[config.mk]
export PLATFORM = sky130hd
export DESIGN_NAME = vga_write_arbiter
export DESIGN_NICKNAME = d
export VERILOG_FILES = /design/src/rtl/vga_write_arbiter.sv
export SDC_FILE = /design/constraint.sdc
export NUM_CORES = 1
export LEC_CHECK = 0
export CAP_MARGIN = 15
export CORE_MARGIN = 1
export CORE_UTILIZATION = 36
export CTS_BUF_LIST = sky130_fd_sc_hd__clkbuf_2 sky130_fd_sc_hd__clkbuf_4 sky130_fd_sc_hd__clkbuf_8
export DETAILED_ROUTE_END_ITERATION = 8
export PLACE_DENSITY = 0.77
export SLEW_MARGIN = 20
export SYNTH_ARGS = -nofsm -noshare
export SYNTH_HDL_FRONTEND = slang
export SYNTH_SLANG_ARGS = --single-unit
[constraint.sdc]
create_clock -name Clock -period 2.15 [get_ports Clock]
set_clock_uncertainty 0.15 [all_clocks]
set_input_delay 0.3225 -clock Clock [delete_from_list [all_inputs] [get_ports Clock]]
set_output_delay 0.3225 -clock Clock [all_outputs]
set_load 0.01 [all_outputs]
[src/rtl/vga_write_arbiter.sv]
// Round-robin arbiter sharing the vga_adapter pixel-write port between sprite engines.
// Grants whole bursts, forwards only the owner's writes one cycle late, and reclaims the port from hung owners.
module vga_write_arbiter #(
  parameter int N        = 4,
  parameter int IDW      = 2,
  parameter int nX       = 10,
  parameter int nY       = 9,
  parameter int CW       = 9,
  parameter int MAX_HOLD = 65536
) (
  input  logic            Clock,
  input  logic            Reset,
  input  logic [N-1:0]    req,
  input  logic [N-1:0]    wr,
  input  logic [N*nX-1:0] x,
  input  logic [N*nY-1:0] y,
  input  logic [N*CW-1:0] color,
  output logic [N-1:0]    gnt,
  output logic [IDW-1:0]  owner,
  output logic            busy,
  output logic [nX-1:0]   VGA_x,
  output logic [nY-1:0]   VGA_y,
  output logic [CW-1:0]   VGA_color,
  output logic            VGA_write,
  output logic            err
);
  localparam int HW = (MAX_HOLD == 0) ? 1 : $clog2(MAX_HOLD + 1);
  localparam logic [HW-1:0] HOLD_LAST = HW'(MAX_HOLD - 1);
  localparam logic [IDW:0]  NL = (IDW + 1)'(N);

  typedef enum logic {IDLE, GRANT} state_t;

  state_t         state_q, state_d;
  logic [IDW-1:0] ptr_q, ptr_d;
  logic [IDW-1:0] owner_q, owner_d;
  logic [N-1:0]   gnt_q, gnt_d;
  logic [HW-1:0]  hold_q, hold_d;
  logic           err_q, err_d;
  logic [nX-1:0]  vga_x_q, vga_x_d;
  logic [nY-1:0]  vga_y_q, vga_y_d;
  logic [CW-1:0]  vga_color_q, vga_color_d;
  logic           vga_write_q, vga_write_d;

  logic [IDW-1:0] win;
  logic           win_vld;
  logic [IDW:0]   sum;
  logic [IDW-1:0] owner_nxt;

  // Scan downward so the candidate closest to ptr (smallest offset) is the last to overwrite win.
  always_comb begin
    win     = '0;
    win_vld = 1'b0;
    sum     = '0;
    for (int k = N - 1; k >= 0; k--) begin
      sum = {1'b0, ptr_q} + (IDW + 1)'(k);
      if (sum >= NL) sum = sum - NL;
      if (req[sum[IDW-1:0]]) begin
        win     = sum[IDW-1:0];
        win_vld = 1'b1;
      end
    end
  end

  assign owner_nxt = (owner_q == IDW'(N - 1)) ? '0 : owner_q + IDW'(1);

  always_comb begin
    state_d     = state_q;
    ptr_d       = ptr_q;
    owner_d     = owner_q;
    gnt_d       = gnt_q;
    hold_d      = hold_q;
    err_d       = err_q | (|(wr & ~gnt_q));
    vga_write_d = |(wr & gnt_q);
    vga_x_d     = vga_x_q;
    vga_y_d     = vga_y_q;
    vga_color_d = vga_color_q;
    for (int i = 0; i < N; i++) begin
      if (gnt_q[i]) begin
        vga_x_d     = x[i*nX +: nX];
        vga_y_d     = y[i*nY +: nY];
        vga_color_d = color[i*CW +: CW];
      end
    end
    if (state_q == IDLE) begin
      if (win_vld) begin
        owner_d = win;
        gnt_d   = {{(N-1){1'b0}}, 1'b1} << win;
        hold_d  = '0;
        state_d = GRANT;
      end
    end else begin
      if (hold_q != '1) hold_d = hold_q + HW'(1);
      // Returning to IDLE on every release enforces the one-cycle gap between owners.
      if (!req[owner_q] || (MAX_HOLD != 0 && hold_q == HOLD_LAST)) begin
        gnt_d   = '0;
        ptr_d   = owner_nxt;
        state_d = IDLE;
        if (req[owner_q]) err_d = 1'b1;
      end
    end
  end

  always_ff @(posedge Clock or posedge Reset) begin
    if (Reset) begin
      state_q     <= IDLE;
      ptr_q       <= '0;
      owner_q     <= '0;
      gnt_q       <= '0;
      hold_q      <= '0;
      err_q       <= 1'b0;
      vga_x_q     <= '0;
      vga_y_q     <= '0;
      vga_color_q <= '0;
      vga_write_q <= 1'b0;
    end else begin
      state_q     <= state_d;
      ptr_q       <= ptr_d;
      owner_q     <= owner_d;
      gnt_q       <= gnt_d;
      hold_q      <= hold_d;
      err_q       <= err_d;
      vga_x_q     <= vga_x_d;
      vga_y_q     <= vga_y_d;
      vga_color_q <= vga_color_d;
      vga_write_q <= vga_write_d;
    end
  end

  assign gnt       = gnt_q;
  assign owner     = owner_q;
  assign busy      = |gnt_q;
  assign VGA_x     = vga_x_q;
  assign VGA_y     = vga_y_q;
  assign VGA_color = vga_color_q;
  assign VGA_write = vga_write_q;
  assign err       = err_q;
endmodule

==> results of run 1 <==
==> stage by stage <==
| step | std cells | util [%] | setup WS [ns] | hold slack (ns) | instance area [um2] |
|---|---|---|---|---|---|
| after global placement | 647 | 57.0 | 0.0213 | 0.320 | 5240 |
| after CTS | 656 | 58.3 | 0.00834 | 0.173 | 5360 |
| after global routing | 660 | 59.0 | -0.0547 | 0.191 | 5430 |
| after floorplan | 378 | - | -0.0404 | 0.295 | 3450 |
| after detailed placement | 647 | 57.0 | -0.0306 | 0.330 | 5240 |
| final | 660 | 59.0 | 0.0341 | 0.157 | 5430 |
==> where the power goes <==
part	switching, mW	internal [mW]	leakage [nW]
logic	1.93	1.84	1.39
clock network	0.365	0.233	0.0445
registers	0.268	1.48	0.674
total	2.56	3.55	2.11
==> cell usage after synthesis (4+ instances only) <==
library cell	count
nand2_1	46
mux2i_1	59
nor2_1	40
inv_1	9
dfrtp_1	56
buf_2	9
nand3_1	6
xor2_1	4
a21oi_1	35
buf_6	4
o21ai_0	36
clkbuf_1	11
o32ai_1	5
ha_1	4
==> layer usage <==
layer | GRT usage (%) | part of all wire [%] | vias to the layer above
met5 | 0 | 0 | -
met4 | 5.43 | 1.5 | 0
met3 | 3.72 | 5.4 | 12
met2 | 36.8 | 52 | 94
met1 | 22.8 | 41 | 1581
li1 | - | - | 1683
==> flip-flops by register name, indices dropped and copies added (netlist names) <==
register	flops
err	1
VGA_color	9
ptr_q	2
hold_q	17
VGA_x	10
gnt	4
VGA_y	9
state_q	1
owner	2
VGA_write	1
==> worst paths after layout <==
check,startpoint,to,cells past startpoint
worst min-delay path,Reset,VGA_color[1]$_DFFE_PP0P_,2
worst min register to register,hold_q[12]$_DFFE_PP0P_,hold_q[12]$_DFFE_PP0P_,1
worst max-delay path,hold_q[0]$_DFFE_PP0P_,ptr_q[0]$_DFFE_PP0P_,8
min in group Clock,hold_q[12]$_DFFE_PP0P_,hold_q[12]$_DFFE_PP0P_,1
max in group asynchronous,Reset,gnt[3]$_DFFE_PP0P_,3
worst max register to register,hold_q[0]$_DFFE_PP0P_,ptr_q[0]$_DFFE_PP0P_,8
==> cells by family after synthesis <==
family	count (synthesis)	synth area share [%]
and+or+nand+nor	119	15.9
AOI/OAI and AO/OA	97	16.8
muxes	61	18.0
DFF	56	41.1
buffers and inverters	35	5.18
xor gates and xnor gates	6	1.54
adders and majority gates	4	1.47
==> area by class of cell <==
type                       count  area, um2
tap                          111        139
timing repair buffer         189       1870
clock buffer                   5       68.8
sequential                    56       1410
inverter                       9       33.8
multi-input combinational    287       1890
fill                         794       3770
clock inverter                 3       21.3
==> timing repair <==
action / 4_1_cts / 5_1_grt
endpoints found under the hold margin: 0 / 0
resized for setup: 7 / 11
pin swaps: 1 / 4
buffers inserted: 1 / 4
gates cloned: 0 / 0
setup endpoints to repair: 12 / 19
==> results.json, run 1 <==
{
  "floorplan.initialDensity_pct": 37.1,
  "synthDistinctLibCells": 45,
  "p_leak_nw": 2.11,
  "cp.arrival_ns": 2.16,
  "cp-end-kind": "flip-flop",
  "chipWidth_um": 99.3,
  "setup_viol": 0,
  "synthCells": 378,
  "overflow": 0,
  "drtAntennaViolNets": 0,
  "die-area_um2": 9860,
  "coreArea_um2": 9200,
  "setup-tns-final_ns": 0,
  "grt_use_total_pct": 19.7,
  "cts.clk_slew.worst_paths_ns": 0.10,
  "tightest_slew_ns": 0.505,
  "outcome": "finished, final reports clean",
  "post-route-drc-count": 0,
  "hold_buffers": 0,
  "grt_max_degree": 61,
  "max_stage_delay_ns": 0.37,
  "syn_to_final_growth_pct": 59.2,
  "path_buf_inv": 0,
  "path_class": "flip-flop to flip-flop",
  "synth_edf_count": 0,
  "timing.fmax_mhz": 473,
  "slew_violations": 0,
  "clkSinkCount": 56,
  "cp_cell_sequence": "ha_2 -> and4_4 -> nand2_2 -> nor2_2 -> ha_2 -> nor3b_2 -> nor3_4 -> mux2_4",
  "cts_buffer_depth": 2,
  "routed_wl_mm": 10.2,
  "diodes": 0,
  "drt-initial-drc-count": 147,
  "drt_first_pass_iters": 4,
  "rsz0062_at_grt": "true",
  "critPathSlowestCell": "dfrtp_1",
  "crit_path_start_kind": "flip-flop",
  "min_path_type": "input port to asynchronous set/reset pin",
  "clk_latency_ns": 0.31,
  "cts_root_buffer": "clkbuf_8",
  "ios": 159,
  "reg2reg_slack_ns": 0.03,
  "synth_top_area_share_pct": 41.1,
  "placementRows": 35,
  "grt_first_pass_wirelength_mm": 15.6,
  "io_buffer_count": 158,
  "power.density_nw_per_um2": 1130,
  "wire_per_inst_um": 15.5,
  "ir_drop_v": 0.000654,
  "htreeDepth": 2,
  "nNetsFinal": 674,
  "min_period_ns": 2.12,
  "hpwl_mm": 7.89,
  "crit_fanout": 5,
  "maxCapViolCount": 0,
  "hold_viol_final": 0,
  "crit_family": "simple AND/OR/NAND/NOR gates",
  "synthArstFlopShare_pct": 100,
  "syn_area_um2": 3410,
  "first_global_vias": 3208,
  "synth_area_leader_cell": "dfrtp_1",
  "synth-main-ff-cell": "dfrtp_1",
  "syn_area_per_cell_um2": 9.02,
  "totalPowerFinal_mw": 6.11,
  "yosys_warnings": 0,
  "drive_gt1_share_pct": 11.3,
  "final_common_cell": "clkdlybuf4s50_1",
  "die_h_um": 99.3,
  "yosysSeqAreaShare_pct": 41.1,
  "cts_buffers": 5,
  "required_ns": 2.19,
  "synthTopCellsByArea": "dfrtp_1 41%, mux2i_1 17%, o21ai_0 5.3%",
  "mostFrequentLayoutCells": "157 x clkdlybuf4s50_1, 59 x mux2i_1, 53 x dfrtp_1, 45 x nand2_1, 39 x nor2_1",
  "antenna_found_initial": 0,
  "gp_congestion": 0.849,
  "num_vias": 3370,
  "cpMostUsedCell": "ha_2",
  "vias_per_cell": 5.11,
  "maxSlewHeadroom_pct": 66.2,
  "syn-num-nets": 504,
  "finalCritPeriodShare_pct": 98.4,
  "ys_ff_latch": 56,
  "cts_tree": "yes"
}
(Power assumes the default switching activity.)
==> run 2: changes to the inputs <==
--- a/config.mk
+++ b/config.mk
@@ -11,7 +11,6 @@
 export CTS_BUF_LIST = sky130_fd_sc_hd__clkbuf_2 sky130_fd_sc_hd__clkbuf_4 sky130_fd_sc_hd__clkbuf_8
 export DETAILED_ROUTE_END_ITERATION = 8
 export PLACE_DENSITY = 0.77
-export SLEW_MARGIN = 20
 export SYNTH_ARGS = -nofsm -noshare
 export SYNTH_HDL_FRONTEND = slang
 export SYNTH_SLANG_ARGS = --single-unit
==> results of run 2 <==
No change in the layout: final DEF, timing and power equal those of run 1.
==> run 3: changes to the inputs <==
--- a/config.mk
+++ b/config.mk
@@ -6,7 +6,6 @@
 export NUM_CORES = 1
 export LEC_CHECK = 0
 export CAP_MARGIN = 15
-export CORE_MARGIN = 1
 export CORE_UTILIZATION = 36
 export CTS_BUF_LIST = sky130_fd_sc_hd__clkbuf_2 sky130_fd_sc_hd__clkbuf_4 sky130_fd_sc_hd__clkbuf_8
 export DETAILED_ROUTE_END_ITERATION = 8
==> results of run 3 <==
No change in the layout: final DEF, timing and power equal those of run 1.
